<file path="src/rtl/result_dump_unit_if.sv">
// Byte-stream link from the result dump unit toward the host.
// master drives the byte and its valid flag; slave returns ready.
interface result_dump_unit_if;
    logic       out_valid;
    logic [7:0] out_byte;
    logic       out_ready;

    modport master (output out_valid, output out_byte, input out_ready);
    modport slave  (input out_valid, input out_byte, output out_ready);
endinterface

</file>
<file path="src/rtl/result_dump_unit.sv">
// Result sink: buffers processor result words in a FIFO and streams them out as bytes, MSB first.
// Optional DUMP_DELIM_EN appends a 8'h0A delimiter byte after every word.
module result_dump_unit #(
    parameter int unsigned DATA_W = 40,
    parameter int unsigned DEPTH  = 16,
    parameter int unsigned NBYTES = 5
) (
    input  logic                     clk,
    input  logic                     rst,
    input  logic                     enable,
    input  logic [DATA_W-1:0]        data,
    result_dump_unit_if.master       dump,
    output logic                     full,
    output logic                     empty,
    output logic                     overflow,
    output logic [$clog2(DEPTH):0]   word_count
);

    localparam int unsigned PTR_W = $clog2(DEPTH);
    localparam int unsigned CNT_W = PTR_W + 1;
    localparam int unsigned PAD_W = NBYTES * 8;
    localparam int unsigned IDX_W = $clog2(NBYTES + 1);

`ifdef DUMP_DELIM_EN
    localparam logic [IDX_W-1:0] LAST_IDX = IDX_W'(NBYTES);
`else
    localparam logic [IDX_W-1:0] LAST_IDX = IDX_W'(NBYTES - 1);
`endif

    localparam logic [PTR_W-1:0] PTR_ONE = PTR_W'(1);
    localparam logic [CNT_W-1:0] CNT_ONE = CNT_W'(1);
    localparam logic [IDX_W-1:0] IDX_ONE = IDX_W'(1);
    localparam logic [CNT_W-1:0] CNT_FULL = CNT_W'(DEPTH);

    typedef enum logic [0:0] {
        IDLE = 1'b0,
        SEND = 1'b1
    } state_t;

    state_t             state_q, state_d;
    logic [PTR_W-1:0]   wr_ptr_q, wr_ptr_d;
    logic [PTR_W-1:0]   rd_ptr_q, rd_ptr_d;
    logic [CNT_W-1:0]   count_q, count_d;
    logic               overflow_q, overflow_d;
    logic [IDX_W-1:0]   byte_idx_q, byte_idx_d;
    logic [PAD_W-1:0]   shift_q, shift_d;
    logic [DATA_W-1:0]  mem_q [DEPTH];

    logic full_c;
    logic push;
    logic pop;

    always_comb begin
        state_d    = state_q;
        byte_idx_d = byte_idx_q;
        shift_d    = shift_q;
        pop        = 1'b0;

        // Fullness is judged before any same-edge pop, so a full FIFO drops.
        full_c     = (count_q == CNT_FULL);
        push       = enable && !full_c;
        overflow_d = overflow_q || (enable && full_c);

        unique case (state_q)
            IDLE: begin
                if (count_q != '0) begin
                    pop        = 1'b1;
                    byte_idx_d = '0;
                    state_d    = SEND;
                end
            end
            SEND: begin
                if (dump.out_ready) begin
                    if (byte_idx_q != LAST_IDX) begin
                        byte_idx_d = byte_idx_q + IDX_ONE;
                        shift_d    = shift_q << 8;
                    end else if (count_q != '0) begin
                        pop        = 1'b1;
                        byte_idx_d = '0;
                    end else begin
                        state_d    = IDLE;
                    end
                end
            end
            default: state_d = IDLE;
        endcase

        // Padding bits above DATA_W stay zero in the byte image.
        if (pop) begin
            shift_d             = '0;
            shift_d[DATA_W-1:0] = mem_q[rd_ptr_q];
        end

        wr_ptr_d = push ? wr_ptr_q + PTR_ONE : wr_ptr_q;
        rd_ptr_d = pop  ? rd_ptr_q + PTR_ONE : rd_ptr_q;

        unique case ({push, pop})
            2'b10:   count_d = count_q + CNT_ONE;
            2'b01:   count_d = count_q - CNT_ONE;
            default: count_d = count_q;
        endcase
    end

    always_ff @(posedge clk or negedge rst) begin
        if (!rst) begin
            state_q    <= IDLE;
            wr_ptr_q   <= '0;
            rd_ptr_q   <= '0;
            count_q    <= '0;
            overflow_q <= 1'b0;
            byte_idx_q <= '0;
            shift_q    <= '0;
        end else begin
            state_q    <= state_d;
            wr_ptr_q   <= wr_ptr_d;
            rd_ptr_q   <= rd_ptr_d;
            count_q    <= count_d;
            overflow_q <= overflow_d;
            byte_idx_q <= byte_idx_d;
            shift_q    <= shift_d;
        end
    end

    always_ff @(posedge clk) begin
        if (push) begin
            mem_q[wr_ptr_q] <= data;
        end
    end

    always_comb begin
        dump.out_valid = (state_q == SEND);
        dump.out_byte  = 8'h00;
        if (state_q == SEND) begin
`ifdef DUMP_DELIM_EN
            dump.out_byte = (byte_idx_q == LAST_IDX) ? 8'h0A : shift_q[PAD_W-1 -: 8];
`else
            dump.out_byte = shift_q[PAD_W-1 -: 8];
`endif
        end
    end

    assign full       = full_c;
    assign empty      = (count_q == '0) && (state_q == IDLE);
    assign overflow   = overflow_q;
    assign word_count = count_q;

endmodule

</file>
<file path="src/flat_wrapper.sv">
// flat-port wrapper written by rule: the top's interface ports become plain ports
module result_dump_unit_flat 
#(
    parameter int unsigned DATA_W = 40,
    parameter int unsigned DEPTH  = 16,
    parameter int unsigned NBYTES = 5
)
  (clk, rst, enable, data, full, empty, overflow, word_count, dump_out_valid, dump_out_byte, dump_out_ready);
  result_dump_unit_if dump_i ();
  input  logic clk;
  input  logic rst;
  input  logic enable;
  input  logic [DATA_W-1:0] data;
  output logic full;
  output logic empty;
  output logic overflow;
  output logic [$clog2(DEPTH):0] word_count;
  output wire logic [$bits(dump_i.out_valid)-1:0] dump_out_valid;
  output wire logic [$bits(dump_i.out_byte)-1:0] dump_out_byte;
  input wire logic [$bits(dump_i.out_ready)-1:0] dump_out_ready;
  assign dump_out_valid = dump_i.out_valid;
  assign dump_out_byte = dump_i.out_byte;
  assign dump_i.out_ready = dump_out_ready;
  result_dump_unit #(.DATA_W(DATA_W), .DEPTH(DEPTH), .NBYTES(NBYTES)) u_core (.clk(clk), .rst(rst), .enable(enable), .data(data), .dump(dump_i), .full(full), .empty(empty), .overflow(overflow), .word_count(word_count));
endmodule
</file>
<file path="config.mk">
export PLATFORM = sky130hd
export DESIGN_NAME = result_dump_unit_flat
export DESIGN_NICKNAME = d
export VERILOG_FILES = /design/src/rtl/result_dump_unit_if.sv /design/src/rtl/result_dump_unit.sv /design/src/flat_wrapper.sv
export SDC_FILE = /design/constraint.sdc
export NUM_CORES = 1
export LEC_CHECK = 0
export BUFFER_PORTS_ARGS = -buffer_cell sky130_fd_sc_hd__buf_2
export CAP_MARGIN = 40
export CORE_UTILIZATION = 60
export CTS_CLUSTER_SIZE = 40
export DETAILED_ROUTE_END_ITERATION = 8
export HOLD_SLACK_MARGIN = 0.15
export PLACE_DENSITY = 0.85
export REMOVE_ABC_BUFFERS = 1
export SLEW_MARGIN = 20
export SYNTH_ARGS = -nofsm -noshare
export SYNTH_HDL_FRONTEND = slang
export SYNTH_SLANG_ARGS = --single-unit
export TNS_END_PERCENT = 10
</file>
<file path="constraint.sdc">
create_clock -name clk -period 6.5 [get_ports clk]
set_input_delay 1.3 -clock clk [delete_from_list [all_inputs] [get_ports clk]]
set_output_delay 1.3 -clock clk [all_outputs]
set_load 0.005 [all_outputs]
</file>
-- Yosys cells after proc, flatten, opt, wreduce, memory -nomap -nowiden
Memories as Yosys holds them, arrays and structs flattened.
Cells that the tools add are included.
- bits in registers: 58
- bits in writable memories: 640
- bits of input ports: 44
- memories: 1
- add/subtract/negate cells: 5
- eq/ne operators: 5
- muxes and demuxes: 19
- bitwise operators: 1
- reduce and logical (&&, ||, !) cells: 12
- memory list (memory ; words ; bits a word ; read ports ; clocked after memory_dff ; wr ports ; line ; source):
    u_core.mem_q ; 16 ; 40 ; 1 ; 0 ; 1 ; result_dump_unit.sv:47 ; logic [DATA_W-1:0] mem_q [DEPTH];
- operator list (kind ; count):
    40-bit 2-to-1 mux ; 4
    5-bit one-hot mux with 2 select lines ; 1
    3-bit 2-to-1 mux ; 3
    4-bit by 1-bit adder with 4-bit output, second input constant ; 2
    8-bit 2-to-1 mux ; 1
    2-bit nonzero test ; 4
    1-bit 2-to-1 mux ; 7
    3-bit one-hot mux with 2 select lines ; 1
    5-bit by 1-bit adder with 5-bit output, second input constant ; 1
    5-bit equality test, second input constant ; 1
    5-bit zero test ; 1
    5-bit nonzero test ; 1
    5-bit by 1-bit subtractor with 5-bit output, second input constant ; 1
    1-bit one-hot mux with 2 select lines ; 2
    3-bit by 1-bit adder with 3-bit output, second input constant ; 1
    1-bit logical AND ; 3
    3-bit inequality test, second input constant ; 1
    3-bit AND reduction ; 1
    2-bit by 1-bit equality test with 1-bit output, second input constant ; 1
    2-bit equality test, second input constant ; 1
    2-bit inequality test, second input constant ; 1
    1-bit zero test ; 1
    1-bit logical OR ; 1
    1-bit inverter ; 1

-- Longest topological paths before layout
- depth after elaboration: 7
- gate-level depth with buffers: 15
- mapped depth without buffers: 12

-- Least setup slack after synthesis
OpenSTA, ideal clock, no wires.
- kind: in2reg
- start: input port enable
- end: memory u_core.mem_q[3][0], enable pin
- arrival: 4.584 ns
- slack: 1.430 ns
- stages: 4
- buffers on the path: 1
- path through: and2_1 clkbuf_1 nand2_1 nor3_1
- cells in the longest elaborated chain, start to end: 3
- ends and longest elaborated chain (item ; line ; source):
    start: declaration ; flat_wrapper.sv:12 ; input logic enable;
    1-bit logical AND ; result_dump_unit.sv:61 ; push = enable && !full_c;
    1-bit 2-to-1 mux ; result_dump_unit.sv:125 ; if (push) begin
    1-bit 2-to-1 mux (not written as such) ; result_dump_unit.sv:126 ; mem_q[wr_ptr_q] <= data;
    end: declaration ; result_dump_unit.sv:47 ;
No other way between the ends.

-- Worst setup path after layout
- start: input port dump_out_ready
- end: register u_core.count_q[4] (netlist: u_core.word_count[4])
- cells in the longest elaborated chain, start to end: 4
- ends and longest elaborated chain (item ; line ; source):
    start: declaration ; flat_wrapper.sv:20 ; input wire logic [$bits(dump_i.out_ready)-1:0] dump_out_ready;
    1-bit 2-to-1 mux (*) ; result_dump_unit.sv:73 ; if (dump.out_ready) begin
    1-bit one-hot mux with 2 select lines (*) ; result_dump_unit.sv:64 ; unique case (state_q)
    2-bit by 1-bit equality test with 1-bit output or 2-bit equality test (tied branches) ; result_dump_unit.sv:97 ; unique case ({push, pop})
    5-bit one-hot mux with 2 select lines or 2-bit nonzero test (tied branches) ; -- ;
    end signal: assignment ; result_dump_unit.sv:117 ; count_q <= count_d;
    end: declaration ; result_dump_unit.sv:43 ; logic [CNT_W-1:0] count_q, count_d;
Every way passes the cells marked *; elsewhere a longest branch is shown, timed or not.
A chain may end at the register's enable or synchronous reset.

==> results.md <==
- MaxCap Viol Count: 0
- Final Hold Fails: 0
- Htree depth: 3
- Grt total ovfl: 0
- Number of global-route vias before repair: 14200
- Metal3 WL: 4997 um
- # nets final: 1469
- Setup repair bufs after CTS: 0
- Ys flop type: edfxtp_1
- Static leakage: 10.20 nW
- Routed via count: 13680
- Buffers from clock root to sink, at most: 3
- Setup TNS: 0 ps
- DRC: 0
- CTS tree: built
- Required time worst endpoint: 6990 ps
- FF+latch count, synth: 698
- Skew-Pair Late Insertion Delay: 580 ps
- Port buffer count: 60
- Synth unique cells: 43
- Post-synth ARST share: 0.08309
- Worst EP arrival: 3920 ps
- Post-cts resize count: 0
- Initial Utilization: 0.6122
- Num rows: 77
- Total power: 0.01304 W
- Hpwl dp: 31930 um
- M1 WL: 22220 um
- Die area: 0.04618 mm^2
- CP max stage cell: buf_4
- Worst Skew: 18.07 ps
- Clock slew at reported path FFs: 60 ps
- First-pass GRT wire length: 89220 um
- Post-Layout Inst Area: 0.03055 mm^2
- YS warnings: 0
- Worst Setup Path Type: input port to flip-flop
- Worst Max-Slew Pin Slew: 853.8 ps
- Core area: 0.04441 mm^2
- CTS buffer count: 68
- Placed Instance Area: 0.02828 mm^2
- Critical Path Max Stage Delay: 550 ps
- Hold Path Class: flip-flop to flip-flop
- CTS Root Cell: clkbuf_16
- Post-route ant nets: 0
- DIE WIDTH: 214.9 um
- Layout area overhead: 12.36%
- Outcome: finished clean
- # setup viols final: 0
- CP cell instances: buf_2 -> nand3_1 -> a21oi_4 -> buf_4 -> ha_1 -> xor2_1 -> ha_1 -> o21a_1 -> o21ai_0 -> nand3b_1 -> a21oi_1 -> xor2_1
- WHS: 495.4 ps
- Final period util: 0.5271
- Largest net degree at the start of global routing: 76
- Share of cells above drive strength 1: 0.2396
- GPL Wtd Cong: 0.7847
- Sinks on Clock Net: 698
- Initial DRC count: 1519
- Max Freq: 0.2919 GHz
- # diodes: 0
- Syn_area_per_cell: 20.55 um^2
- DR top layer: met5
- Slew Limit Headroom: 0.4308
- Detailed Routing Iterations Pass 1: 7
- Final max-slew violation count: 0
- Layout fillers: 2549
- Max VDD drop: 0.2443 mV
- Worst Setup End Kind: flip-flop
- RSZ-0062 raised after global routing: no
- WL met2: 29850 um
- Crit path launch type: input port
- Top Ports: 61
- Final wirelength: 58990 um
- Crit-path max FO: 46
- Overall Global Routing Usage: 0.2625
- Vias per inst: 6.650
- Sequential element share of the synthesized area: 0.7601
- Post-synth EDFFs: 640
- Finished Core Util: 0.6879
- Post-layout minimum cycle time: 3426 ps
- Avg WL per Cell: 28.68 um
- Hold_buf cts: 0
- Initial antenna violation count: 1
- Syn Inst Count: 1323
- Power Dens Cells: 426.6 mW/mm^2
- Syn Std Cell Area: 0.02719 mm^2
- DIE HEIGHT: 214.9 um
-- critical path, delay by kind of cell --
family / cells / cell delay [ps]
adder cells (fa/ha/maj): 2 / 700
XOR/XNOR: 2 / 270
buffers and inverters: 2 / 690
AND/OR/NAND/NOR: 2 / 250
AO/OA/AOI/OAI: 4 / 670
-- final cells by class --
cell class | count | area, um^2 | area share
inverter | 8 | 30.03 | 0.0009828
clock inverter | 32 | 310.3 | 0.01016
tap | 592 | 740.7 | 0.02424
clock buffer | 89 | 1884 | 0.06167
timing repair buffer | 102 | 759.5 | 0.02486
multi-input combinational | 536 | 6151 | 0.2013
sequential | 698 | 20680 | 0.6768
-- sequential cells by signal, summed over array words and instances, names as in the netlist --
name,flops
u_core.dump.out_valid,1
u_core.overflow,1
u_core.word_count,5
u_core.shift_q,40
u_core.rd_ptr_q,4
u_core.mem_q,640
u_core.byte_idx_q,3
u_core.wr_ptr_q,4
-- final timing paths --
check	start	end	cells after the start	slack, ps
max reg2reg	u_core.word_count[1]	u_core.word_count[4]	12	3230
min reg2reg	u_core.overflow	u_core.overflow	1	500
min	u_core.overflow	u_core.overflow	1	500
max in group asynchronous	rst	u_core.rd_ptr_q[1]	3	5230
min in group asynchronous	rst	u_core.shift_q[39]	2	690
max	dump_out_ready	u_core.word_count[4]	12	3070
-- synth_stat cells, drive strengths merged, types with 2 or more instances --
library cell  count  share of area
a21o              2        0.00055
a21oi             4        0.00087
a221oi            4         0.0013
a22o              8         0.0026
a22oi            45          0.012
a311oi            4         0.0013
and2             11         0.0025
buf              44          0.012
clkbuf           37         0.0052
dfrtp            58          0.053
edfxtp          640           0.71
ha               11         0.0051
inv               8         0.0011
mux2              2        0.00083
mux2i            92          0.034
mux4            128           0.11
nand2            39         0.0054
nand2b           32         0.0074
nand3             4        0.00074
nand3b            2        0.00055
nor2             18         0.0025
nor2b             8         0.0018
nor3              8         0.0015
o211ai           56          0.015
o21ai            10         0.0018
o311a            28          0.010
xnor2             6         0.0019
xor2              7         0.0023
-- placed cells by master, fill, tap and decap left out, types with 11 or more instances in the layout --
cell       count
edfxtp_1     640
mux4_2       128
mux2i_1       92
clkbuf_16     71
buf_2         60
o211ai_1      56
dfrtp_1       55
a22oi_1       45
nand2_1       39
nand2b_1      32
buf_4         32
o311a_1       28
clkbuf_1      14
clkinv_1      13
nor2_4        12
and2_1        11
ha_1          11
-- kinds of logic after synthesis --
family          after synthesis  synth area share
flops                       698            0.7601
simple gates                125           0.02360
compound gates              165           0.04794
mux                         222            0.1407
buf+inv                      89           0.01836
fa+ha+maj                    11          0.005061
xor+xnor                     13          0.004187
-- power breakdown --
group	switching (W)	internal, W	total (W)	leakage (nW)
combinational	0.00181	0.00148	0.00329	2.67
clock	0.00161	0.00228	0.00389	1.07
sequential	0.000379	0.00548	0.00585	6.46
-- metal layers --
layer	track usage	vias up
met4	0.09190	2
met1	0.3549	7051
met5	0	-
li1	-	5647
met3	0.04827	156
met2	0.4341	823
-- per-stage QoR --
step / worst slack, ps / instances
after CTS: 3094 / 2054
after floorplan: -1744 / 1242
final: 3074 / 2057
after global placement: 2651 / 1927
after global routing: 2880 / 2057
after detailed placement: 2582 / 1933
(Power assumes the default switching activity.)
